$ cat config.mk
export PLATFORM = sky130hd
export DESIGN_NAME = game_round_ctrl
export DESIGN_NICKNAME = d
export VERILOG_FILES = /design/src/rtl/game_pkg.sv /design/src/rtl/sec_pulse_gen.sv /design/src/rtl/game_round_ctrl.sv
export SDC_FILE = /design/constraint.sdc
export NUM_CORES = 1
export LEC_CHECK = 0
export CAP_MARGIN = 5
export CORE_UTILIZATION = 60
export CTS_CLUSTER_DIAMETER = 100
export DETAILED_ROUTE_END_ITERATION = 12
export PLACE_DENSITY = 0.84
export SYNTH_ARGS = -nofsm -noshare
export SYNTH_HDL_FRONTEND = slang
export SYNTH_HIERARCHICAL = 1
export SYNTH_SLANG_ARGS = --single-unit
$ cat constraint.sdc
create_clock -name clock -period 5.58 [get_ports clock]
set_input_delay 0.558 -clock clock [delete_from_list [all_inputs] [get_ports clock]]
set_output_delay 0.558 -clock clock [all_outputs]
set_load 0.01 [all_outputs]
$ cat src/rtl/game_pkg.sv
// Shared game-level types: the round state encoding used by the sequencer,
// player, order and HUD blocks, plus default timing constants.
package game_pkg;

    typedef enum logic [2:0] {
        IDLE      = 3'd0,
        COUNTDOWN = 3'd1,
        PLAYING   = 3'd2,
        PAUSED    = 3'd3,
        GAME_OVER = 3'd4
    } game_state_t;

    localparam logic [7:0]  ROUND_SECS = 8'd150;
    localparam logic [23:0] ONE_SEC_HW = 24'd10000000;

    // A round is "live" while playing or paused; the HUD warning only shows then.
    function automatic logic in_round(input game_state_t s);
        return (s == PLAYING) || (s == PAUSED);
    endfunction

endpackage

$ cat src/rtl/sec_pulse_gen.sv
// Emits a one-cycle tick after every ONE_SEC enabled cycles.
// The count is held at 0 while clear is high, so each enable run starts fresh.
module sec_pulse_gen #(
    parameter logic [23:0] ONE_SEC = 24'd10
) (
    input  logic clock,
    input  logic reset,
    input  logic clear,
    input  logic enable,
    output logic tick
);

    logic [23:0] sec_cnt;
    logic        at_end;

    assign at_end = (sec_cnt == ONE_SEC - 24'd1);
    assign tick   = enable && !clear && at_end;

    always_ff @(posedge clock or posedge reset) begin
        if (reset) begin
            sec_cnt <= 24'd0;
        end else if (clear) begin
            sec_cnt <= 24'd0;
        end else if (enable) begin
            sec_cnt <= at_end ? 24'd0 : sec_cnt + 24'd1;
        end
    end

endmodule

$ cat src/rtl/game_round_ctrl.sv
// Round lifecycle sequencer: idle, 3-2-1 countdown, play, pause, game over.
// Drives the round timer's go/restart and feeds the HUD.
module game_round_ctrl
    import game_pkg::*;
#(
    parameter logic [23:0] ONE_SEC        = 24'd10,
    parameter logic [1:0]  COUNTDOWN_SECS = 2'd3,
    parameter logic [7:0]  WARN_SECS      = 8'd10
) (
    input  logic       clock,
    input  logic       reset,
    input  logic       start_btn,
    input  logic       pause_btn,
    input  logic [7:0] time_left,
    output logic       timer_go,
    output logic       timer_restart,
    output logic [2:0] state,
    output logic [1:0] countdown_val,
    output logic       low_time_warn,
    output logic       round_over
);

    game_state_t state_q, state_d;
    logic [1:0]  cd_q, cd_d;
    logic        sec_tick;
    logic        warn_d;
    logic        over_d;

    // Counter sits at 0 whenever we are outside the countdown, so every
    // entry (from IDLE or GAME_OVER) begins a full second.
    sec_pulse_gen #(
        .ONE_SEC (ONE_SEC)
    ) u_sec (
        .clock  (clock),
        .reset  (reset),
        .clear  (state_q != COUNTDOWN),
        .enable (state_q == COUNTDOWN),
        .tick   (sec_tick)
    );

    always_ff @(posedge clock or posedge reset) begin
        if (reset) begin
            state_q       <= IDLE;
            cd_q          <= 2'd0;
            low_time_warn <= 1'b0;
            round_over    <= 1'b0;
        end else begin
            state_q       <= state_d;
            cd_q          <= cd_d;
            low_time_warn <= warn_d;
            round_over    <= over_d;
        end
    end

    always_comb begin
        state_d = state_q;
        cd_d    = cd_q;
        case (state_q)
            IDLE: begin
                cd_d = 2'd0;
                if (start_btn) begin
                    state_d = COUNTDOWN;
                    cd_d    = COUNTDOWN_SECS;
                end
            end
            COUNTDOWN: begin
                if (sec_tick) begin
                    if (cd_q <= 2'd1) begin
                        state_d = PLAYING;
                        cd_d    = 2'd0;
                    end else begin
                        cd_d = cd_q - 2'd1;
                    end
                end
            end
            PLAYING: begin
                cd_d = 2'd0;
                // Expiry wins over a pause requested in the same cycle.
                if (time_left == 8'd0) begin
                    state_d = GAME_OVER;
                end else if (pause_btn) begin
                    state_d = PAUSED;
                end
            end
            PAUSED: begin
                cd_d = 2'd0;
                if (start_btn) begin
                    state_d = IDLE;
                end else if (pause_btn) begin
                    state_d = PLAYING;
                end
            end
            GAME_OVER: begin
                cd_d = 2'd0;
                if (start_btn) begin
                    state_d = COUNTDOWN;
                    cd_d    = COUNTDOWN_SECS;
                end
            end
            default: begin
                state_d = IDLE;
                cd_d    = 2'd0;
            end
        endcase
    end

    assign warn_d = in_round(state_q) && (time_left != 8'd0) && (time_left <= WARN_SECS);
    assign over_d = (state_q == PLAYING) && (time_left == 8'd0);

    assign state         = state_q;
    assign countdown_val = cd_q;
    assign timer_go      = (state_q == PLAYING);
    assign timer_restart = (state_q == IDLE) || (state_q == COUNTDOWN);

endmodule

* Word-level counts from Yosys, hierarchy flattened
Index checks and enable logic that the tools add are counted.
Word-level totals: register bits 31, input port bits 12
Cells by class: add/subtract/negate cells 2, magnitude comparators 2, eq/ne operators 11, multiplexer cells 15, reductions and logical operators 14
Operators by type and width (count):
- $mux W24 | 3
- $add A24 B1 Y24 const B | 1
- $eq A24 B4 Y1 const B | 1
- $mux W3 | 7
- $pmux W3 S4 | 1
- $le A8 B4 Y1 const B | 1
- $logic_not A8 Y1 | 1
- $reduce_bool A8 Y1 | 1
- $eq A3 B2 Y1 const B | 2
- $mux W2 | 3
- $logic_and A1 B1 Y1 | 5
- $reduce_and A5 Y1 | 1
- $ne A2 B2 Y1 const B | 2
- $pmux W2 S2 | 1
- $eq A3 B1 Y1 const B | 1
- $eq A3 B3 Y1 const B | 1
- $logic_not A3 Y1 | 1
- $ne A3 B1 Y1 const B | 1
- $ne A3 B2 Y1 const B | 1
- $ne A3 B3 Y1 const B | 1
- $le A2 B1 Y1 const B | 1
- $logic_or A1 B1 Y1 | 2
- $ne A2 B1 Y1 const B | 1
- $reduce_bool A2 Y1 | 1
- other kinds (3) | 3

* Depth between registers and ports, before layout
word-level depth 6, gate-level depth with buffers 11, gate-level depth less buffers 9

* Cells and area by module
The synthesis kept the hierarchy.
Modules (own cells, without submodules):
- sec_pulse_gen | instances 1, cells an instance 182, area an instance 1534.0 µm²
- game_round_ctrl | instances 1, cells an instance 42, area an instance 400.4 µm²

* Worst setup path before layout
No wires, ideal clock.
kind flip-flop to flip-flop, start reg state_q[1], in the netlist state[1], end reg state_q[1], in the netlist state[1], setup time 78 ps, arrival time 2252 ps, data required time 5502 ps, slack 3250 ps, stages on the path, launching flop included 12, path through dfrtp_1 buf_4 nor2_1 nand2_1 inv_1 clkinv_1 clkbuf_1 nor4_1 inv_1 nor3_1 o21ai_0 a21oi_1
On the way: cells in the longest elaborated chain, start to end 6, elaborated cells between the ends (all ways) 17, those cells by class eq/ne: 10; mux: 1; reduce/logical: 6
RTL lines:
- start, declared | RTL line game_round_ctrl.sv:23 | game_state_t state_q, state_d;
- start signal, assigned | RTL line game_round_ctrl.sv:48 | state_q <= state_d;
- $ne A3 B1 Y1 | RTL line game_round_ctrl.sv:36 | .clear (state_q != COUNTDOWN),
- $logic_not A1 Y1 | RTL line sec_pulse_gen.sv:17 | assign tick = enable && !clear && at_end;
- $logic_and A1 B1 Y1 (*) (2 in series) | RTL line sec_pulse_gen.sv:17
- named net sec_tick | RTL line game_round_ctrl.sv:25 | logic sec_tick;
- $ne A2 B2 Y1 (no source line) (*)
- $reduce_and A5 Y1 (no source line) (*)
Mark *: on every way through the listed nets, which the timed path passes. The rest lies on a longest branch. A chain may end at the register's enable or synchronous reset.

* Worst setup path after layout
Same ends and word-level chain as after synthesis.

==> run_results.csv <==
group,metric,value,unit
drt,drt-wirelength-per-cell,15.97,um
grt,first_pass_grt_wire_length,7748,um
grt,first_global_vias,1695,
sta,worst_pin_slew,914.7,ps
worst_hold_path,worst_hold_path_type,"in -> async",
grt,track_usage,0.2938,
logic_synthesis,fraction_of_the_yosys_area_taken_by_sequential_cells,0.4010,
critical_path,setup.worst_path.start_class,"flop",
cells_and_area,fillers,217,
placement,port_buffers,20,
grt,grt_util_met1,0.3940,
cells_and_area,insertedDiodeCount,0,
drt,dr.first_iter.drc_count,123,
grt,grt_antenna_before_repair,0,
outcome,run_status,"finished clean",
sta,timing.hold.ws,459.1,ps
drt,detail_route.vias_per_cell,6.528,
sta,rsz0062_at_grt,"false",
cells_and_area,area_growth_syn_to_layout,15.59,%
sta,max_freq,313.5,MHz
critical_path,setup.worst_path.end_class,"flop",
clock_tree,cts_root_buf,"sky130_fd_sc_hd__clkbuf_4",
logic_synthesis,yosys_most_used_dff,"sky130_fd_sc_hd__dfrtp_1",
grt,grt_start_max_net_pins,36,
pwr,worst_ir_drop_vdd,0.0002609,V
pwr,post-layout-total-power,0.7380,mW
drt,detailroute.via_count,1867,
logic_synthesis,synth-edff-count,0,
sta,finalCritPeriodShare,0.5717,
critical_path,category_of_the_most_critical_setup_path,"reg -> reg",
floorplan,fp.coreArea,0.003053,mm2
pwr,power-per-cell-area,330.1,mW/mm2
logic_synthesis,synth_warn,6,
clock_tree,cts.sinks,31,
sta,maxSlewViolCount,0,
sta,finalWorstPathRequiredPeriod,3190,ps
floorplan,dieWidth,58.78,um
pwr,static_leak,0.8586,nW
clock_tree,insertion_delay_to_the_later_sink_of_the_worst_skew_pair,340,ps
floorplan,die-area,0.003455,mm2
sta,setup-violations-final,0,
floorplan,design.portCount,21,
flow_run,maxCapViolations,0,
clock_tree,clockBufferDepth,2,
grt,global_route.overflow_total,0,
grt,globalRouteMet3Util,0.08132,
logic_synthesis,synth_area,0.001934,mm2
clock_tree,hold_buffers,0,
critical_path,cp_required,5850,ps
cells_and_area,proportion_of_layout_cells_with_a_drive_suffix_above_1,0.06198,
logic_synthesis,synth-seq-cells,31,
clock_tree,tritoncts.num_buffers,5,
sta,hold_viol,0,
placement,gp_congestion,0.8844,
clock_tree,clkSlewWorstSetupHoldPaths,110,ps
clock_tree,postCtsSetupBuffers,0,
placement,dp_hpwl,3117,um
drt,finalWirelength,4568,um
grt,grt_util_met2,0.4578,
logic_synthesis,synth_top_area_cell,"sky130_fd_sc_hd__dfrtp_1",
critical_path,critPathArrivalTime,3460,ps
sta,final.setup_skew,15.86,ps
logic_synthesis,synthesis.instances,224,
sta,setup_total_negative_slack,0,ps
clock_tree,cts_htree_levels,2,
drt,post-route-drc-count,0,
grt,gr-max-usage-layer,"met2",
cells_and_area,nets,255,
floorplan,die_y,58.78,um
logic_synthesis,net_count_after_synthesis,238,
logic_synthesis,synth.top_cell.area_share,0.4010,
drt,drtAntennaViolNets,0,
logic_synthesis,synth_cell_type_count,46,
clock_tree,tritoncts,"done",
clock_tree,cts.repair.resized,0,
cells_and_area,layout.core_utilization,0.7324,
critical_path,crit_path_max_fo,35,
logic_synthesis,ys_top_cells_by_area,"sky130_fd_sc_hd__dfrtp_1 40%, sky130_fd_sc_hd__nand4_1 4.9%, sky130_fd_sc_hd__nor2_1 3.9%",
logic_synthesis,synthArstFlopShare,1.000,
floorplan,initial_core_util,0.6336,
sta,max_slew_margin,0.3895,
drt,firstDrtPassIters,4,
floorplan,rows,20,
logic_synthesis,synth.avg_cell_area,8.636,um2
[cell type report]
class	instances	area, um2	share of cell area
tap	44	55.05	0.02462
inverter	15	56.30	0.02518
clock inverter	2	35.03	0.01567
timing repair buffer	21	207.7	0.09289
clock buffer	6	51.30	0.02294
multi-input combinational	167	1055	0.4717
sequential	31	775.7	0.3470
[critical path, stage by stage, from the launching register on]
cell                       delay, ps
sky130_fd_sc_hd__dfrtp_1         490
sky130_fd_sc_hd__nor2_1          180
sky130_fd_sc_hd__nand2_1          70
sky130_fd_sc_hd__buf_4           250
sky130_fd_sc_hd__inv_1           500
sky130_fd_sc_hd__clkinv_1        600
sky130_fd_sc_hd__nor4_1          510
sky130_fd_sc_hd__inv_1           150
sky130_fd_sc_hd__nor3_1          140
sky130_fd_sc_hd__o21ai_0          90
sky130_fd_sc_hd__a21oi_1         130
[through the flow]
| stage | cell area, um2 | setup slack [ps] | instances |
|---|---|---|---|
| after global placement | 2150 | 2583 | 278 |
| after global routing | 2236 | 2141 | 286 |
| after floorplan | 1934 | 3250 | 224 |
| after CTS | 2236 | 2428 | 286 |
| final | 2236 | 2390 | 286 |
| after detailed placement | 2150 | 2442 | 278 |
[metal layers]
| layer | wire length [um] | share of wire | vias to the layer above |
|---|---|---|---|
| met5 | 0 | 0 | - |
| met4 | 105 | 0.023 | 0 |
| met3 | 314 | 0.069 | 15 |
| met2 | 2220 | 0.49 | 86 |
| met1 | 1927 | 0.42 | 883 |
| li1 | - | - | 883 |
[path summary, 6_finish.rpt]
path | depth (start not counted) | endpoint | from | slack [ps]
max | 10 | state[1] | state[1] | 2390
min | 2 | countdown_val[1] | reset | 460
min in group clock | 1 | state[1] | state[2] | 520
max reg2reg | 10 | state[1] | state[1] | 2390
max in group asynchronous | 2 | u_sec/sec_cnt[10] | reset | 4270
min reg2reg | 1 | state[1] | state[2] | 520
[power breakdown]
group | switching, mW | internal (mW) | leakage, nW | total [mW]
Sequential | 0.0416 | 0.250 | 0.422 | 0.292
Clock | 0.0805 | 0.106 | 0.0482 | 0.186
Combinational | 0.169 | 0.0912 | 0.389 | 0.260
[cell usage after synthesis, types with 2 or more instances]
master and instances:
sky130_fd_sc_hd__o311ai_0 6, sky130_fd_sc_hd__dfrtp_1 31, sky130_fd_sc_hd__and3_1 3, sky130_fd_sc_hd__nor3_1 6
sky130_fd_sc_hd__nor4_1 12, sky130_fd_sc_hd__nor2_1 20, sky130_fd_sc_hd__nor2b_1 4, sky130_fd_sc_hd__o22ai_1 2
sky130_fd_sc_hd__xnor2_1 2, sky130_fd_sc_hd__a21boi_0 2, sky130_fd_sc_hd__and4_1 2, sky130_fd_sc_hd__nand4_1 15
sky130_fd_sc_hd__o21ai_0 13, sky130_fd_sc_hd__mux2i_1 3, sky130_fd_sc_hd__ha_1 2, sky130_fd_sc_hd__or4_1 2
sky130_fd_sc_hd__a31oi_1 3, sky130_fd_sc_hd__and2_1 2, sky130_fd_sc_hd__inv_1 14, sky130_fd_sc_hd__nand2_1 12
sky130_fd_sc_hd__nand3_1 9, sky130_fd_sc_hd__or3_1 6, sky130_fd_sc_hd__o211ai_1 4, sky130_fd_sc_hd__nor4_4 2
sky130_fd_sc_hd__nor4b_1 3, sky130_fd_sc_hd__clkbuf_1 8, sky130_fd_sc_hd__nand2b_1 5, sky130_fd_sc_hd__a21oi_1 13
[logic make-up after synthesis]
| kind of cell | synth area share |
|---|---|
| flip-flops | 0.4010 |
| XOR/XNOR | 0.009057 |
| AO/OA/AOI/OAI | 0.1740 |
| buffers and inverters | 0.05368 |
| adder cells (fa/ha/maj) | 0.01293 |
| AND/OR/NAND/NOR | 0.3338 |
| multiplexers | 0.01552 |
[registers in the layout, summed over array words and instances (netlist names)]
signal / cells
countdown_val: 2
low_time_warn: 1
round_over: 1
state: 3
u_sec/sec_cnt: 24
[cells in the final DEF, fill, tap and decap left out, types with 6 or more instances in the layout]
cell / Yosys / layout
sky130_fd_sc_hd__clkdlybuf4s50_1: 0 / 20
sky130_fd_sc_hd__nand4_1: 15 / 15
sky130_fd_sc_hd__nor4_1: 12 / 12
sky130_fd_sc_hd__o311ai_0: 6 / 6
sky130_fd_sc_hd__nor2_1: 20 / 20
sky130_fd_sc_hd__nand3_1: 9 / 9
sky130_fd_sc_hd__nor3_1: 6 / 6
sky130_fd_sc_hd__nand2_1: 12 / 12
sky130_fd_sc_hd__a21oi_1: 13 / 13
sky130_fd_sc_hd__inv_1: 14 / 14
sky130_fd_sc_hd__or3_1: 6 / 6
sky130_fd_sc_hd__o21ai_0: 13 / 13
sky130_fd_sc_hd__dfrtp_1: 31 / 31
(Power assumes the default switching activity.)
